**config.mk**
```make
export PLATFORM = sky130hd
export DESIGN_NAME = id_control_stage_flat
export DESIGN_NICKNAME = d
export VERILOG_FILES = /design/src/rtl/mips_isa_pkg.sv /design/src/rtl/id_control_stage_if.sv /design/src/rtl/control_decode.sv /design/src/rtl/id_control_stage.sv /design/src/flat_wrapper.sv
export SDC_FILE = /design/constraint.sdc
export NUM_CORES = 1
export LEC_CHECK = 0
export CAP_MARGIN = 20
export CORE_MARGIN = 4
export CORE_UTILIZATION = 45
export CTS_BUF_LIST = sky130_fd_sc_hd__clkbuf_2
export DETAILED_ROUTE_END_ITERATION = 8
export PLACE_DENSITY = 0.76
export SETUP_SLACK_MARGIN = 0.15
export SYNTH_ARGS = -nofsm -noshare
export SYNTH_HDL_FRONTEND = slang
export SYNTH_SLANG_ARGS = --single-unit
```
**constraint.sdc**
```tcl
create_clock -name clk -period 2.77 [get_ports clk]
set_clock_uncertainty 0.1 [all_clocks]
set_input_delay 0.554 -clock clk [delete_from_list [all_inputs] [get_ports clk]]
set_output_delay 0.554 -clock clk [all_outputs]
set_load 0.02 [all_outputs]
```
**src/rtl/mips_isa_pkg.sv**
```systemverilog
// Shared MIPS ISA encodings, ALU codes and the control-vector type for the
// ID stage: the decoder and the ID/EX register both use this vector.
package mips_isa_pkg;

  localparam logic [5:0] OP_RTYPE    = 6'h00;
  localparam logic [5:0] OP_REGIMM   = 6'h01;
  localparam logic [5:0] OP_J        = 6'h02;
  localparam logic [5:0] OP_JAL      = 6'h03;
  localparam logic [5:0] OP_BEQ      = 6'h04;
  localparam logic [5:0] OP_BNE      = 6'h05;
  localparam logic [5:0] OP_BLEZ     = 6'h06;
  localparam logic [5:0] OP_BGTZ     = 6'h07;
  localparam logic [5:0] OP_ADDI     = 6'h08;
  localparam logic [5:0] OP_SLTI     = 6'h0A;
  localparam logic [5:0] OP_ANDI     = 6'h0C;
  localparam logic [5:0] OP_ORI      = 6'h0D;
  localparam logic [5:0] OP_XORI     = 6'h0E;
  localparam logic [5:0] OP_SPECIAL2 = 6'h1C;
  localparam logic [5:0] OP_LB       = 6'h20;
  localparam logic [5:0] OP_LH       = 6'h21;
  localparam logic [5:0] OP_LW       = 6'h23;
  localparam logic [5:0] OP_SB       = 6'h28;
  localparam logic [5:0] OP_SH       = 6'h29;
  localparam logic [5:0] OP_SW       = 6'h2B;

  localparam logic [5:0] FN_SLL      = 6'h00;
  localparam logic [5:0] FN_SRL      = 6'h02;
  localparam logic [5:0] FN_JR       = 6'h08;
  localparam logic [5:0] FN_MUL      = 6'h18;
  localparam logic [5:0] FN_ADD      = 6'h20;
  localparam logic [5:0] FN_SUB      = 6'h22;
  localparam logic [5:0] FN_AND      = 6'h24;
  localparam logic [5:0] FN_OR       = 6'h25;
  localparam logic [5:0] FN_XOR      = 6'h26;
  localparam logic [5:0] FN_NOR      = 6'h27;
  localparam logic [5:0] FN_SLT      = 6'h2A;
  localparam logic [5:0] FN2_MUL     = 6'h02;

  localparam logic [4:0] RT_BLTZ     = 5'd0;
  localparam logic [4:0] RT_BGEZ     = 5'd1;

  localparam logic [5:0] ALU_AND   = 6'd0;
  localparam logic [5:0] ALU_OR    = 6'd1;
  localparam logic [5:0] ALU_XOR   = 6'd2;
  localparam logic [5:0] ALU_NOR   = 6'd3;
  localparam logic [5:0] ALU_ADD   = 6'd4;
  localparam logic [5:0] ALU_SUB   = 6'd5;
  localparam logic [5:0] ALU_MUL   = 6'd6;
  localparam logic [5:0] ALU_SLT   = 6'd7;
  localparam logic [5:0] ALU_SLL   = 6'd8;
  localparam logic [5:0] ALU_SRL   = 6'd9;
  localparam logic [5:0] ALU_BEQ   = 6'd10;
  localparam logic [5:0] ALU_BNE   = 6'd11;
  localparam logic [5:0] ALU_BGTZ  = 6'd12;
  localparam logic [5:0] ALU_BGEZ  = 6'd13;
  localparam logic [5:0] ALU_BLTZ  = 6'd14;
  localparam logic [5:0] ALU_BLEZ  = 6'd15;
  localparam logic [5:0] ALU_PASSA = 6'd16;
  localparam logic [5:0] ALU_PASSB = 6'd17;

  localparam logic [1:0] WB_ALU  = 2'b00;
  localparam logic [1:0] WB_MEM  = 2'b01;
  localparam logic [1:0] WB_PC4  = 2'b10;

  localparam logic [1:0] MSZ_BYTE = 2'b00;
  localparam logic [1:0] MSZ_HALF = 2'b01;
  localparam logic [1:0] MSZ_WORD = 2'b10;

  typedef enum logic [1:0] {
    DST_RT = 2'b00,
    DST_RD = 2'b01,
    DST_RA = 2'b10
  } reg_dst_e;

  typedef struct packed {
    logic       alu_src;
    logic       reg_write;
    logic       mem_read;
    logic       mem_write;
    logic       branch;
    logic       jump;
    logic       jump_reg;
    logic       ext_zero;
    logic       use_shamt;
    logic       mem_unsigned;
    logic [1:0] wb_source;
    logic [1:0] mem_size;
    logic [5:0] alu_control;
    reg_dst_e   reg_dst;
  } ctrl_t;

  localparam ctrl_t BUBBLE = '{
    alu_src:      1'b0,
    reg_write:    1'b0,
    mem_read:     1'b0,
    mem_write:    1'b0,
    branch:       1'b0,
    jump:         1'b0,
    jump_reg:     1'b0,
    ext_zero:     1'b0,
    use_shamt:    1'b0,
    mem_unsigned: 1'b0,
    wb_source:    WB_ALU,
    mem_size:     MSZ_WORD,
    alu_control:  ALU_ADD,
    reg_dst:      DST_RT
  };

endpackage

```
**src/rtl/id_control_stage_if.sv**
```systemverilog
// IF/ID-side inputs and registered ID/EX outputs of the ID control stage.
interface id_control_stage_if;
  logic        instr_valid;
  logic [31:0] instruction;
  logic        flush;
  logic        stall;
  logic        ex_valid;
  logic        ex_alu_src;
  logic        ex_reg_write;
  logic        ex_mem_read;
  logic        ex_mem_write;
  logic        ex_branch;
  logic        ex_jump;
  logic        ex_jump_reg;
  logic        ex_ext_zero;
  logic        ex_use_shamt;
  logic        ex_mem_unsigned;
  logic [1:0]  ex_wb_source;
  logic [1:0]  ex_mem_size;
  logic [5:0]  ex_alu_control;
  logic [4:0]  ex_dest_reg;
  logic        ex_illegal;

  modport master (
    output instr_valid, instruction, flush,
    input  stall, ex_valid, ex_alu_src, ex_reg_write, ex_mem_read, ex_mem_write,
           ex_branch, ex_jump, ex_jump_reg, ex_ext_zero, ex_use_shamt,
           ex_mem_unsigned, ex_wb_source, ex_mem_size, ex_alu_control,
           ex_dest_reg, ex_illegal
  );

  modport slave (
    input  instr_valid, instruction, flush,
    output stall, ex_valid, ex_alu_src, ex_reg_write, ex_mem_read, ex_mem_write,
           ex_branch, ex_jump, ex_jump_reg, ex_ext_zero, ex_use_shamt,
           ex_mem_unsigned, ex_wb_source, ex_mem_size, ex_alu_control,
           ex_dest_reg, ex_illegal
  );
endinterface

```
**src/rtl/control_decode.sv**
```systemverilog
// Combinational MIPS decoder: opcode/REGIMM-rt/funct -> control vector,
// register-source usage flags, multiply and illegal indications.
module control_decode
  import mips_isa_pkg::*;
#(
  parameter bit ENABLE_HALF = 1'b1
) (
  input  logic [5:0] opcode,
  input  logic [4:0] rt_field,
  input  logic [5:0] funct,
  output ctrl_t      ctrl,
  output logic       rs_used,
  output logic       rt_used,
  output logic       is_mul,
  output logic       illegal
);

  logic  bad;
  ctrl_t dec;

  always_comb begin
    dec = BUBBLE;
    bad = 1'b0;
    unique case (opcode)
      OP_RTYPE: begin
        dec.reg_write = 1'b1;
        dec.reg_dst   = DST_RD;
        unique case (funct)
          FN_ADD: dec.alu_control = ALU_ADD;
          FN_SUB: dec.alu_control = ALU_SUB;
          FN_AND: dec.alu_control = ALU_AND;
          FN_OR:  dec.alu_control = ALU_OR;
          FN_XOR: dec.alu_control = ALU_XOR;
          FN_NOR: dec.alu_control = ALU_NOR;
          FN_SLT: dec.alu_control = ALU_SLT;
          FN_MUL: dec.alu_control = ALU_MUL;
          FN_SLL: begin
            dec.alu_control = ALU_SLL;
            dec.use_shamt   = 1'b1;
          end
          FN_SRL: begin
            dec.alu_control = ALU_SRL;
            dec.use_shamt   = 1'b1;
          end
          FN_JR: begin
            dec.reg_write   = 1'b0;
            dec.alu_control = ALU_PASSA;
            dec.jump        = 1'b1;
            dec.jump_reg    = 1'b1;
          end
          default: bad = 1'b1;
        endcase
      end
      OP_SPECIAL2: begin
        dec.reg_write   = 1'b1;
        dec.reg_dst     = DST_RD;
        dec.alu_control = ALU_MUL;
        if (funct != FN2_MUL) bad = 1'b1;
      end
      OP_ADDI, OP_SLTI, OP_ANDI, OP_ORI, OP_XORI: begin
        dec.alu_src   = 1'b1;
        dec.reg_write = 1'b1;
        dec.ext_zero  = (opcode == OP_ANDI) || (opcode == OP_ORI) || (opcode == OP_XORI);
        unique case (opcode)
          OP_SLTI: dec.alu_control = ALU_SLT;
          OP_ANDI: dec.alu_control = ALU_AND;
          OP_ORI:  dec.alu_control = ALU_OR;
          OP_XORI: dec.alu_control = ALU_XOR;
          default: dec.alu_control = ALU_ADD;
        endcase
      end
      OP_LB, OP_LH, OP_LW: begin
        dec.alu_src   = 1'b1;
        dec.reg_write = 1'b1;
        dec.mem_read  = 1'b1;
        dec.wb_source = WB_MEM;
        dec.mem_size  = (opcode == OP_LB) ? MSZ_BYTE :
                        (opcode == OP_LH) ? MSZ_HALF : MSZ_WORD;
        if (opcode == OP_LH && !ENABLE_HALF) bad = 1'b1;
      end
      OP_SB, OP_SH, OP_SW: begin
        dec.alu_src   = 1'b1;
        dec.mem_write = 1'b1;
        dec.mem_size  = (opcode == OP_SB) ? MSZ_BYTE :
                        (opcode == OP_SH) ? MSZ_HALF : MSZ_WORD;
        if (opcode == OP_SH && !ENABLE_HALF) bad = 1'b1;
      end
      OP_BEQ:  begin dec.branch = 1'b1; dec.alu_control = ALU_BEQ;  end
      OP_BNE:  begin dec.branch = 1'b1; dec.alu_control = ALU_BNE;  end
      OP_BLEZ: begin dec.branch = 1'b1; dec.alu_control = ALU_BLEZ; end
      OP_BGTZ: begin dec.branch = 1'b1; dec.alu_control = ALU_BGTZ; end
      OP_REGIMM: begin
        dec.branch = 1'b1;
        if (rt_field == RT_BLTZ)      dec.alu_control = ALU_BLTZ;
        else if (rt_field == RT_BGEZ) dec.alu_control = ALU_BGEZ;
        else                          bad = 1'b1;
      end
      OP_J: dec.jump = 1'b1;
      OP_JAL: begin
        dec.jump        = 1'b1;
        dec.reg_write   = 1'b1;
        dec.reg_dst     = DST_RA;
        dec.wb_source   = WB_PC4;
        dec.alu_control = ALU_PASSB;
      end
      default: bad = 1'b1;
    endcase
  end

  // An undecodable word reads no registers, so it can never cause a stall.
  assign ctrl    = bad ? BUBBLE : dec;
  assign illegal = bad;
  assign is_mul  = !bad && (dec.alu_control == ALU_MUL);
  assign rs_used = !bad && !(opcode == OP_J || opcode == OP_JAL) && !dec.use_shamt;
  assign rt_used = !bad && (opcode == OP_RTYPE || opcode == OP_SPECIAL2 ||
                            opcode == OP_BEQ || opcode == OP_BNE || dec.mem_write);

endmodule

```
**src/rtl/id_control_stage.sv**
```systemverilog
// Pipelined ID control: decode into the ID/EX register, load-use and
// multiply-busy stalls, flush squash and destination resolution.
module id_control_stage
  import mips_isa_pkg::*;
#(
  parameter int MUL_LATENCY = 3,
  parameter bit ENABLE_HALF = 1'b1
) (
  input  logic             clk,
  input  logic             rst,
  id_control_stage_if.slave bus
);

  localparam int CW = $clog2(MUL_LATENCY + 1);

  ctrl_t          dec_ctrl;
  logic           rs_used, rt_used, dec_mul, dec_illegal;
  logic [4:0]     rs, rt, rd, dec_dest;
  ctrl_t          ex_ctrl;
  logic           ex_valid, ex_illegal;
  logic [4:0]     ex_dest;
  logic [CW-1:0]  mul_cnt;
  logic           mul_busy, load_use;

  assign rs = bus.instruction[25:21];
  assign rt = bus.instruction[20:16];
  assign rd = bus.instruction[15:11];

  control_decode #(.ENABLE_HALF(ENABLE_HALF)) u_decode (
    .opcode   (bus.instruction[31:26]),
    .rt_field (rt),
    .funct    (bus.instruction[5:0]),
    .ctrl     (dec_ctrl),
    .rs_used  (rs_used),
    .rt_used  (rt_used),
    .is_mul   (dec_mul),
    .illegal  (dec_illegal)
  );

  always_comb begin
    dec_dest = rt;
    unique case (dec_ctrl.reg_dst)
      DST_RD:  dec_dest = rd;
      DST_RA:  dec_dest = 5'd31;
      default: dec_dest = rt;
    endcase
    if (!dec_ctrl.reg_write) dec_dest = 5'd0;
  end

  assign mul_busy = (mul_cnt != '0);
  assign load_use = ex_valid && ex_ctrl.mem_read && (ex_dest != 5'd0) && bus.instr_valid &&
                    ((rs_used && rs == ex_dest) || (rt_used && rt == ex_dest));
  assign bus.stall = !bus.flush && (mul_busy || load_use);

  always_ff @(posedge clk or posedge rst) begin
    if (rst) begin
      ex_ctrl    <= BUBBLE;
      ex_valid   <= 1'b0;
      ex_dest    <= 5'd0;
      ex_illegal <= 1'b0;
      mul_cnt    <= '0;
    end else begin
      ex_ctrl    <= BUBBLE;
      ex_valid   <= 1'b0;
      ex_dest    <= 5'd0;
      ex_illegal <= 1'b0;
      if (bus.flush) begin
        mul_cnt <= '0;
      end else if (mul_busy) begin
        mul_cnt <= mul_cnt - CW'(1);
      end else if (!load_use && bus.instr_valid) begin
        if (dec_illegal) begin
          ex_illegal <= 1'b1;
        end else begin
          ex_ctrl  <= dec_ctrl;
          ex_valid <= 1'b1;
          ex_dest  <= dec_dest;
          // The multiply itself counts as the first of its EX cycles.
          if (dec_mul) mul_cnt <= CW'(MUL_LATENCY - 1);
        end
      end
    end
  end

  assign bus.ex_valid        = ex_valid;
  assign bus.ex_alu_src      = ex_ctrl.alu_src;
  assign bus.ex_reg_write    = ex_ctrl.reg_write;
  assign bus.ex_mem_read     = ex_ctrl.mem_read;
  assign bus.ex_mem_write    = ex_ctrl.mem_write;
  assign bus.ex_branch       = ex_ctrl.branch;
  assign bus.ex_jump         = ex_ctrl.jump;
  assign bus.ex_jump_reg     = ex_ctrl.jump_reg;
  assign bus.ex_ext_zero     = ex_ctrl.ext_zero;
  assign bus.ex_use_shamt    = ex_ctrl.use_shamt;
  assign bus.ex_mem_unsigned = ex_ctrl.mem_unsigned;
  assign bus.ex_wb_source    = ex_ctrl.wb_source;
  assign bus.ex_mem_size     = ex_ctrl.mem_size;
  assign bus.ex_alu_control  = ex_ctrl.alu_control;
  assign bus.ex_dest_reg     = ex_dest;
  assign bus.ex_illegal      = ex_illegal;

endmodule

```
**src/flat_wrapper.sv**
```systemverilog
// flat-port wrapper written by rule: the top's interface ports become plain ports
module id_control_stage_flat import mips_isa_pkg::*;
#(
  parameter int MUL_LATENCY = 3,
  parameter bit ENABLE_HALF = 1'b1
)
  (clk, rst, bus_instr_valid, bus_instruction, bus_flush, bus_stall, bus_ex_valid, bus_ex_alu_src, bus_ex_reg_write, bus_ex_mem_read, bus_ex_mem_write, bus_ex_branch, bus_ex_jump, bus_ex_jump_reg, bus_ex_ext_zero, bus_ex_use_shamt, bus_ex_mem_unsigned, bus_ex_wb_source, bus_ex_mem_size, bus_ex_alu_control, bus_ex_dest_reg, bus_ex_illegal);
  id_control_stage_if bus_i ();
  input  logic clk;
  input  logic rst;
  input wire logic [$bits(bus_i.instr_valid)-1:0] bus_instr_valid;
  input wire logic [$bits(bus_i.instruction)-1:0] bus_instruction;
  input wire logic [$bits(bus_i.flush)-1:0] bus_flush;
  output wire logic [$bits(bus_i.stall)-1:0] bus_stall;
  output wire logic [$bits(bus_i.ex_valid)-1:0] bus_ex_valid;
  output wire logic [$bits(bus_i.ex_alu_src)-1:0] bus_ex_alu_src;
  output wire logic [$bits(bus_i.ex_reg_write)-1:0] bus_ex_reg_write;
  output wire logic [$bits(bus_i.ex_mem_read)-1:0] bus_ex_mem_read;
  output wire logic [$bits(bus_i.ex_mem_write)-1:0] bus_ex_mem_write;
  output wire logic [$bits(bus_i.ex_branch)-1:0] bus_ex_branch;
  output wire logic [$bits(bus_i.ex_jump)-1:0] bus_ex_jump;
  output wire logic [$bits(bus_i.ex_jump_reg)-1:0] bus_ex_jump_reg;
  output wire logic [$bits(bus_i.ex_ext_zero)-1:0] bus_ex_ext_zero;
  output wire logic [$bits(bus_i.ex_use_shamt)-1:0] bus_ex_use_shamt;
  output wire logic [$bits(bus_i.ex_mem_unsigned)-1:0] bus_ex_mem_unsigned;
  output wire logic [$bits(bus_i.ex_wb_source)-1:0] bus_ex_wb_source;
  output wire logic [$bits(bus_i.ex_mem_size)-1:0] bus_ex_mem_size;
  output wire logic [$bits(bus_i.ex_alu_control)-1:0] bus_ex_alu_control;
  output wire logic [$bits(bus_i.ex_dest_reg)-1:0] bus_ex_dest_reg;
  output wire logic [$bits(bus_i.ex_illegal)-1:0] bus_ex_illegal;
  assign bus_i.instr_valid = bus_instr_valid;
  assign bus_i.instruction = bus_instruction;
  assign bus_i.flush = bus_flush;
  assign bus_stall = bus_i.stall;
  assign bus_ex_valid = bus_i.ex_valid;
  assign bus_ex_alu_src = bus_i.ex_alu_src;
  assign bus_ex_reg_write = bus_i.ex_reg_write;
  assign bus_ex_mem_read = bus_i.ex_mem_read;
  assign bus_ex_mem_write = bus_i.ex_mem_write;
  assign bus_ex_branch = bus_i.ex_branch;
  assign bus_ex_jump = bus_i.ex_jump;
  assign bus_ex_jump_reg = bus_i.ex_jump_reg;
  assign bus_ex_ext_zero = bus_i.ex_ext_zero;
  assign bus_ex_use_shamt = bus_i.ex_use_shamt;
  assign bus_ex_mem_unsigned = bus_i.ex_mem_unsigned;
  assign bus_ex_wb_source = bus_i.ex_wb_source;
  assign bus_ex_mem_size = bus_i.ex_mem_size;
  assign bus_ex_alu_control = bus_i.ex_alu_control;
  assign bus_ex_dest_reg = bus_i.ex_dest_reg;
  assign bus_ex_illegal = bus_i.ex_illegal;
  id_control_stage #(.MUL_LATENCY(MUL_LATENCY), .ENABLE_HALF(ENABLE_HALF)) u_core (.clk(clk), .rst(rst), .bus(bus_i));
endmodule
```
# After elaboration in Yosys (flattened, before gate mapping)
# Cells that the tools add are included.
# W data, S select, Z words.
dict set report classes {
  n_reduce_logical 45
  muxes 53
  eq_ne 37
  addsub 1
}
# op count
set op_table {}
lappend op_table {{$mux W22} 5}
lappend op_table {{$eq A6 B6 Y1 const B} 13}
lappend op_table {{$pmux W6 S9} 1}
lappend op_table {{$pmux W5 S10} 1}
lappend op_table {{$eq A6 B4 Y1 const B} 6}
lappend op_table {{$eq A6 B3 Y1 const B} 5}
lappend op_table {{$mux W5} 5}
lappend op_table {{$reduce_or A11 Y1} 2}
lappend op_table {{$mux W1} 21}
lappend op_table {{$mux W2} 10}
lappend op_table {{$eq A6 B2 Y1 const B} 3}
lappend op_table {{$reduce_or A17 Y1} 1}
lappend op_table {{$eq A6 B5 Y1 const B} 2}
lappend op_table {{$logic_and A1 B1 Y1} 12}
lappend op_table {{$logic_not A6 Y1} 2}
lappend op_table {{$pmux W2 S2} 3}
lappend op_table {{$pmux W3 S4} 1}
lappend op_table {{$eq A5 B5 Y1} 2}
lappend op_table {{$pmux W5 S2} 1}
lappend op_table {{$reduce_or A10 Y1} 1}
lappend op_table {{$reduce_or A5 Y1} 2}
lappend op_table {{$logic_or A1 B1 Y1} 9}
lappend op_table {{$eq A6 B1 Y1 const B} 1}
lappend op_table {{$mux W6} 1}
lappend op_table {{17 further kinds} 26}
dict set report word_totals {
  register_bits 29
  in_bits 36
  output_inout_bits 28
  word_cells 153
}

# Longest topological paths before layout
dict set report depth {
  ltp_word 15
  mapped_depth 10
  depth_no_buf 9
}

# Cells and area by module
# A second synthesis with hierarchy kept.
dict set report hier_totals {
  cells_unflattened 233
  hier_area_um2 2095.8
}
# module area_each_um2 cells_per_inst instances
set modules_own_cells {}
lappend modules_own_cells {id_control_stage 1303.8 113 1}
lappend modules_own_cells {control_decode 792.0 120 1}

# Worst setup path after synthesis
# OpenSTA, ideal clock, no wires.
dict set report synth_timing {
  kind {input-to-output}
  startpoint {in bus_instruction[29]}
  endpoint {out bus_stall}
  arrival_ns 2.175
  path_buffers 1
  cell_stages 7
  t_required_ns 2.116
  slack_ns -0.059
  path_cell_list {buf_2 > or4_1 > o22ai_1 > a21oi_1 > o32ai_1 > nand2_1 > a21oi_1}
}
dict set report synth_via {
  elab_chain_cells 11
  word_cells_on_any_way 42
  classes_between {19 x eq/ne; 3 x mux; 20 x reduce/logical}
}
# element line_no
set synth_lines {}
lappend synth_lines {{start, declared} flat_wrapper.sv:12} ;# input wire logic [$bits(bus_i.instruction)-1:0] bus_instruction;
lappend synth_lines {{$eq A6 B4 Y1, or another cell as far along} control_decode.sv:24} ;# unique case (opcode)
lappend synth_lines {{$reduce_or A17 Y1 (no line) / $logic_or A1 B1 Y1 (equally long branches)} --}
lappend synth_lines {{$pmux W1 S4 / $logic_or A1 B1 Y1 (equally long branches)} {control_decode.sv:24, control_decode.sv:115}}
lappend synth_lines {{$logic_not A1 Y1 / $logic_or A1 B1 Y1 (equally long branches)} {control_decode.sv:114, control_decode.sv:115, control_decode.sv:116}}
lappend synth_lines {{$logic_and A1 B1 Y1 / $logic_or A1 B1 Y1 (equally long branches)} {control_decode.sv:114, control_decode.sv:116}}
lappend synth_lines {{$logic_and A1 B1 Y1, on equally long branches} {control_decode.sv:114, control_decode.sv:115}}
lappend synth_lines {{$logic_and A1 B1 Y1} id_control_stage.sv:52} ;# ((rs_used && rs == ex_dest) || (rt_used && rt == ex_dest));
lappend synth_lines {{$logic_or A1 B1 Y1 *} id_control_stage.sv:52}
lappend synth_lines {{$logic_and A1 B1 Y1 *} id_control_stage.sv:51} ;# assign load_use = ex_valid && ex_ctrl.mem_read && (ex_dest != 5'd0) && bus.instr_valid &&
lappend synth_lines {{$logic_or A1 B1 Y1 *} id_control_stage.sv:53} ;# assign bus.stall = !bus.flush && (mul_busy || load_use);
lappend synth_lines {{$logic_and A1 B1 Y1 *} id_control_stage.sv:53}
lappend synth_lines {{end, declared} flat_wrapper.sv:14} ;# output wire logic [$bits(bus_i.stall)-1:0] bus_stall;
# Mark *: on every way between the ends. The rest lies on a longest branch, timed or not.

# Final worst setup path
dict set report layout_timing {
  startpoint {reg u_core.ex_dest[3], in the netlist u_core.bus.ex_dest_reg[3]}
  endpoint {out bus_stall}
}
dict set report layout_via {
  elab_chain_cells 6
  word_cells_on_any_way 11
  classes_between {2 x eq/ne; 9 x reduce/logical}
}
# element line_no
set layout_lines {}
lappend layout_lines {{start, declared} id_control_stage.sv:21} ;# logic [4:0] ex_dest;
lappend layout_lines {{start signal, assigned} id_control_stage.sv:77} ;# ex_dest <= dec_dest;
lappend layout_lines {{$eq A5 B5 Y1 / $reduce_bool A5 Y1 (equally long branches)} {id_control_stage.sv:52, id_control_stage.sv:51}}
lappend layout_lines {{$logic_and A1 B1 Y1, on equally long branches} {id_control_stage.sv:52, id_control_stage.sv:51}}
lappend layout_lines {{$logic_or A1 B1 Y1 / $logic_and A1 B1 Y1 (equally long branches)} {id_control_stage.sv:52, id_control_stage.sv:51}}
lappend layout_lines {{$logic_and A1 B1 Y1 *} id_control_stage.sv:51}
lappend layout_lines {{$logic_or A1 B1 Y1 *} id_control_stage.sv:53}
lappend layout_lines {{$logic_and A1 B1 Y1 *} id_control_stage.sv:53}
# Marks and branches as above.

==> flow_metrics.py <==
metrics = {
    "sta": {
        "hold_viol_final": 0,
        "setup_tns_ns": -0.182,
        "drv_slew": 0,
        "hold_ws_ns": 0.357,
        "min_period_ns": 2.95,
        "min_period_over_period_pct": 107,
        "fmax_ghz": 0.339,
        "worst_slack_ns": -0.182,
        "rsz0062_at_grt": "yes",
        "report.final.setup_viol": 1,
    },
    "global_route": {
        "grt_use_total_pct": 23.7,
        "antenna_found_initial": 0,
        "grt_max_degree": 28,
        "grt_first_pass_wirelength_um": 10100,
        "grt_overflow": 0,
        "grt_pass1_vias": 2167,
    },
    "floorplan": {
        "dieWidth_um": 73.6,
        "io_pins": 64,
        "fp-row-count": 23,
        "start_util_pct": 47.4,
        "coreArea_sq_mm": 0.00409,
        "dieArea_sq_mm": 0.00541,
        "die_h_um": 73.6,
    },
    "synthesis": {
        "synth_ff_type": "dfrtp_1",
        "synthAdderAreaFrac_pct": 2.59,
        "ys_seq_elements": 27,
        "syn_area_per_cell_sq_um": 8.80,
        "ys_seq_area_share_pct": 35.0,
        "yosys.area.top_type": "dfrtp_1",
        "muxShareOfSynthArea_pct": 1.10,
        "async_flop_share_pct": 100,
        "synth_compound_area_share_pct": 18.7,
        "synth_top_family_by_area": "simple AND/OR/NAND/NOR gates",
        "post_synth_main_area_contributors": "dfrtp_1 (32%), nand2_1 (3.9%), a21oi_1 (3.6%)",
        "synth_edf_count": 0,
        "synth_top_area_share_pct": 32.3,
        "synthCells": 220,
        "netlist_area_sq_mm": 0.00194,
        "yosys.area_share.simple_pct": 29.7,
        "synth_warnings": 0,
        "synth_xor_xnor_area_share_pct": 4.98,
        "netlist-cell-type-count": 63,
    },
    "detailed_routing": {
        "routed_wl_um": 6870,
        "ant_nets": 0,
        "drc": 0,
        "drt_iter0_drc": 215,
        "dr.pass1.iters": 5,
        "vias": 2276,
        "post_drt_wl_per_cell_um": 16.9,
        "avgViaCountPerCell": 5.59,
    },
    "placement": {
        "dpl.hpwl_um": 4920,
        "pre_cts_slack_ns": -0.831,
        "gp_congestion": 0.933,
        "dpl_cell_area_sq_mm": 0.00312,
        "portBuffers": 56,
    },
    "cells_and_area": {
        "design_area_sq_mm": 0.00338,
        "drive_above_1_share_pct": 40.6,
        "num-fill-cells": 252,
        "antenna_cells": 0,
        "final_nets": 398,
        "syn_to_final_growth_pct": 74.7,
    },
    "power_and_ir_drop": {
        "p_leak_nw": 1.55,
        "p_per_area_mw_per_mm2": 292,
        "peakVddDrop_v": 0.000164,
    },
    "outcome": {
        "violations": "setup timing",
        "status": "complete, but fails checks",
    },
    "clock_network": {
        "htree_levels": 1,
        "cts_buffer_depth": 2,
        "clock_sinks": 27,
        "clock_latency_ns": 0.39,
        "numCtsBuffers": 3,
        "cts_root_buf": "clkbuf_2",
        "cts_tree": "yes",
        "path_clk_slew_ns": 0.28,
        "hold_buffers": 0,
    },
    "setup_path": {
        "cp.required_ns": 2.12,
        "reg2reg_depth": 12,
        "crit_type": "reg2out",
        "crit_fanout": 3,
        "start_kind": "flip-flop",
        "end_kind": "output port",
        "cp_data_arrival_time_ns": 2.30,
        "rrSetupSlack_ns": 0.10,
    },
    "job": {
        "max-cap-violations": 0,
    },
    "hold_path": {
        "whs_path_depth": 3,
        "hold_path_class": "in2reg",
    },
}
area by class of cell:
class / count / area [sq um] / area share, %
clock buffers: 3 / 15.0 / 0.444
clock inverters: 1 / 7.51 / 0.222
inverters: 19 / 71.3 / 2.11
multi-input cells: 160 / 1310 / 38.6
flip-flops and latches: 27 / 678 / 20.1
well taps: 50 / 62.6 / 1.85
repair buffers: 147 / 1240 / 36.7
metal layers:
metal  up-vias  part of all wire [%]  GRT usage, %
met2       116                    49          40.5
met5         -                     0             0
met3        25                   6.7          1.78
li1       1058                     -             -
met1      1077                    41          31.5
met4         0                   3.4          7.85
layout by cell type (no fill, tap or decap), drive strengths merged, types with 2 or more instances in the layout:
cell type / netlist / final
nor2: 19 / 19
clkbuf: 7 / 5
o22ai: 4 / 4
nor2b: 3 / 3
a21o: 2 / 2
buf: 8 / 95
dfstp: 2 / 2
inv: 19 / 19
nor4: 7 / 7
dlygate4sd2: 0 / 11
or4: 5 / 5
a211oi: 5 / 5
nand4bb: 2 / 2
ha: 4 / 4
or4b: 2 / 2
clkdlybuf4s50: 0 / 38
nand4: 5 / 5
conb: 1 / 2
dfrtp: 25 / 25
o21ai: 3 / 3
o211ai: 2 / 2
nand2b: 8 / 8
nand3: 3 / 3
xnor2: 3 / 3
nor3: 6 / 6
xor2: 8 / 8
a21oi: 14 / 14
nand2: 20 / 20
o221ai: 2 / 2
a221oi: 6 / 6
and2: 3 / 3
critical path: stages (launching register included):
cell       delay, ns
dfrtp_1         0.48
or4_1           0.57
o2111ai_2       0.28
or4_4           0.21
o32ai_4         0.08
nand2_2         0.11
a21oi_4         0.05
buf_6           0.13
repair_timing:
item,CTS,global route
endpoints found under the hold margin,0,0
buffers inserted,8,4
gates resized for setup,51,23
pin swaps,21,12
setup endpoints to repair,12,9
power by group:
group | switching [mW] | internal [mW]
clock network | 0.122 | 0.0335
registers | 0.0104 | 0.412
logic | 0.203 | 0.204
synthesized netlist by cell type (2+ instances only):
cell type,instances
a211oi_1,5
a21o_1,2
a21oi_1,14
a221oi_1,6
and2_1,3
buf_2,5
buf_4,2
clkbuf_1,7
dfrtp_1,25
dfstp_2,2
ha_1,4
inv_1,16
inv_2,3
nand2_1,20
nand2b_1,7
nand3_1,3
nand4_1,3
nand4bb_1,2
nor2_1,18
nor2b_1,3
nor3_1,4
nor4_1,5
o211ai_1,2
o21ai_0,3
o221ai_1,2
o22ai_1,4
or4_1,4
or4b_1,2
xnor2_1,3
xor2_1,8
final timing paths:
check                                                         start                                   to
max in group asynchronous                                       rst  u_core.bus.ex_mem_size[1]$_DFF_PP1_
worst min-delay path                            bus_instruction[18]  u_core.bus.ex_dest_reg[2]$_DFF_PP0_
worst max-delay path            u_core.bus.ex_dest_reg[3]$_DFF_PP0_                            bus_stall
min in group asynchronous                                       rst        u_core.bus.ex_valid$_DFF_PP0_
worst min register to register        u_core.mul_cnt[0]$_DFFE_PP0P_        u_core.mul_cnt[0]$_DFFE_PP0P_
worst max register to register  u_core.bus.ex_dest_reg[3]$_DFF_PP0_    u_core.bus.ex_reg_write$_DFF_PP0_
metrics by stage:
stage	utilization, %	total power [mW]	std cells
finish	82.8	0.986	407
CTS	80.6	0.976	403
detailed placement	76.3	0.797	391
global placement	76.3	0.782	391
global route	82.8	1.03	407
floorplan	-	0.618	221
logic make-up after synthesis:
kind of cell | after synthesis
compound gates | 49
xor+xnor | 11
fa+ha+maj | 4
buf+inv | 34
flops | 27
mux | 2
other cells | 1
simple gates | 92
No activity file was read; power rests on OpenSTA's default activity.
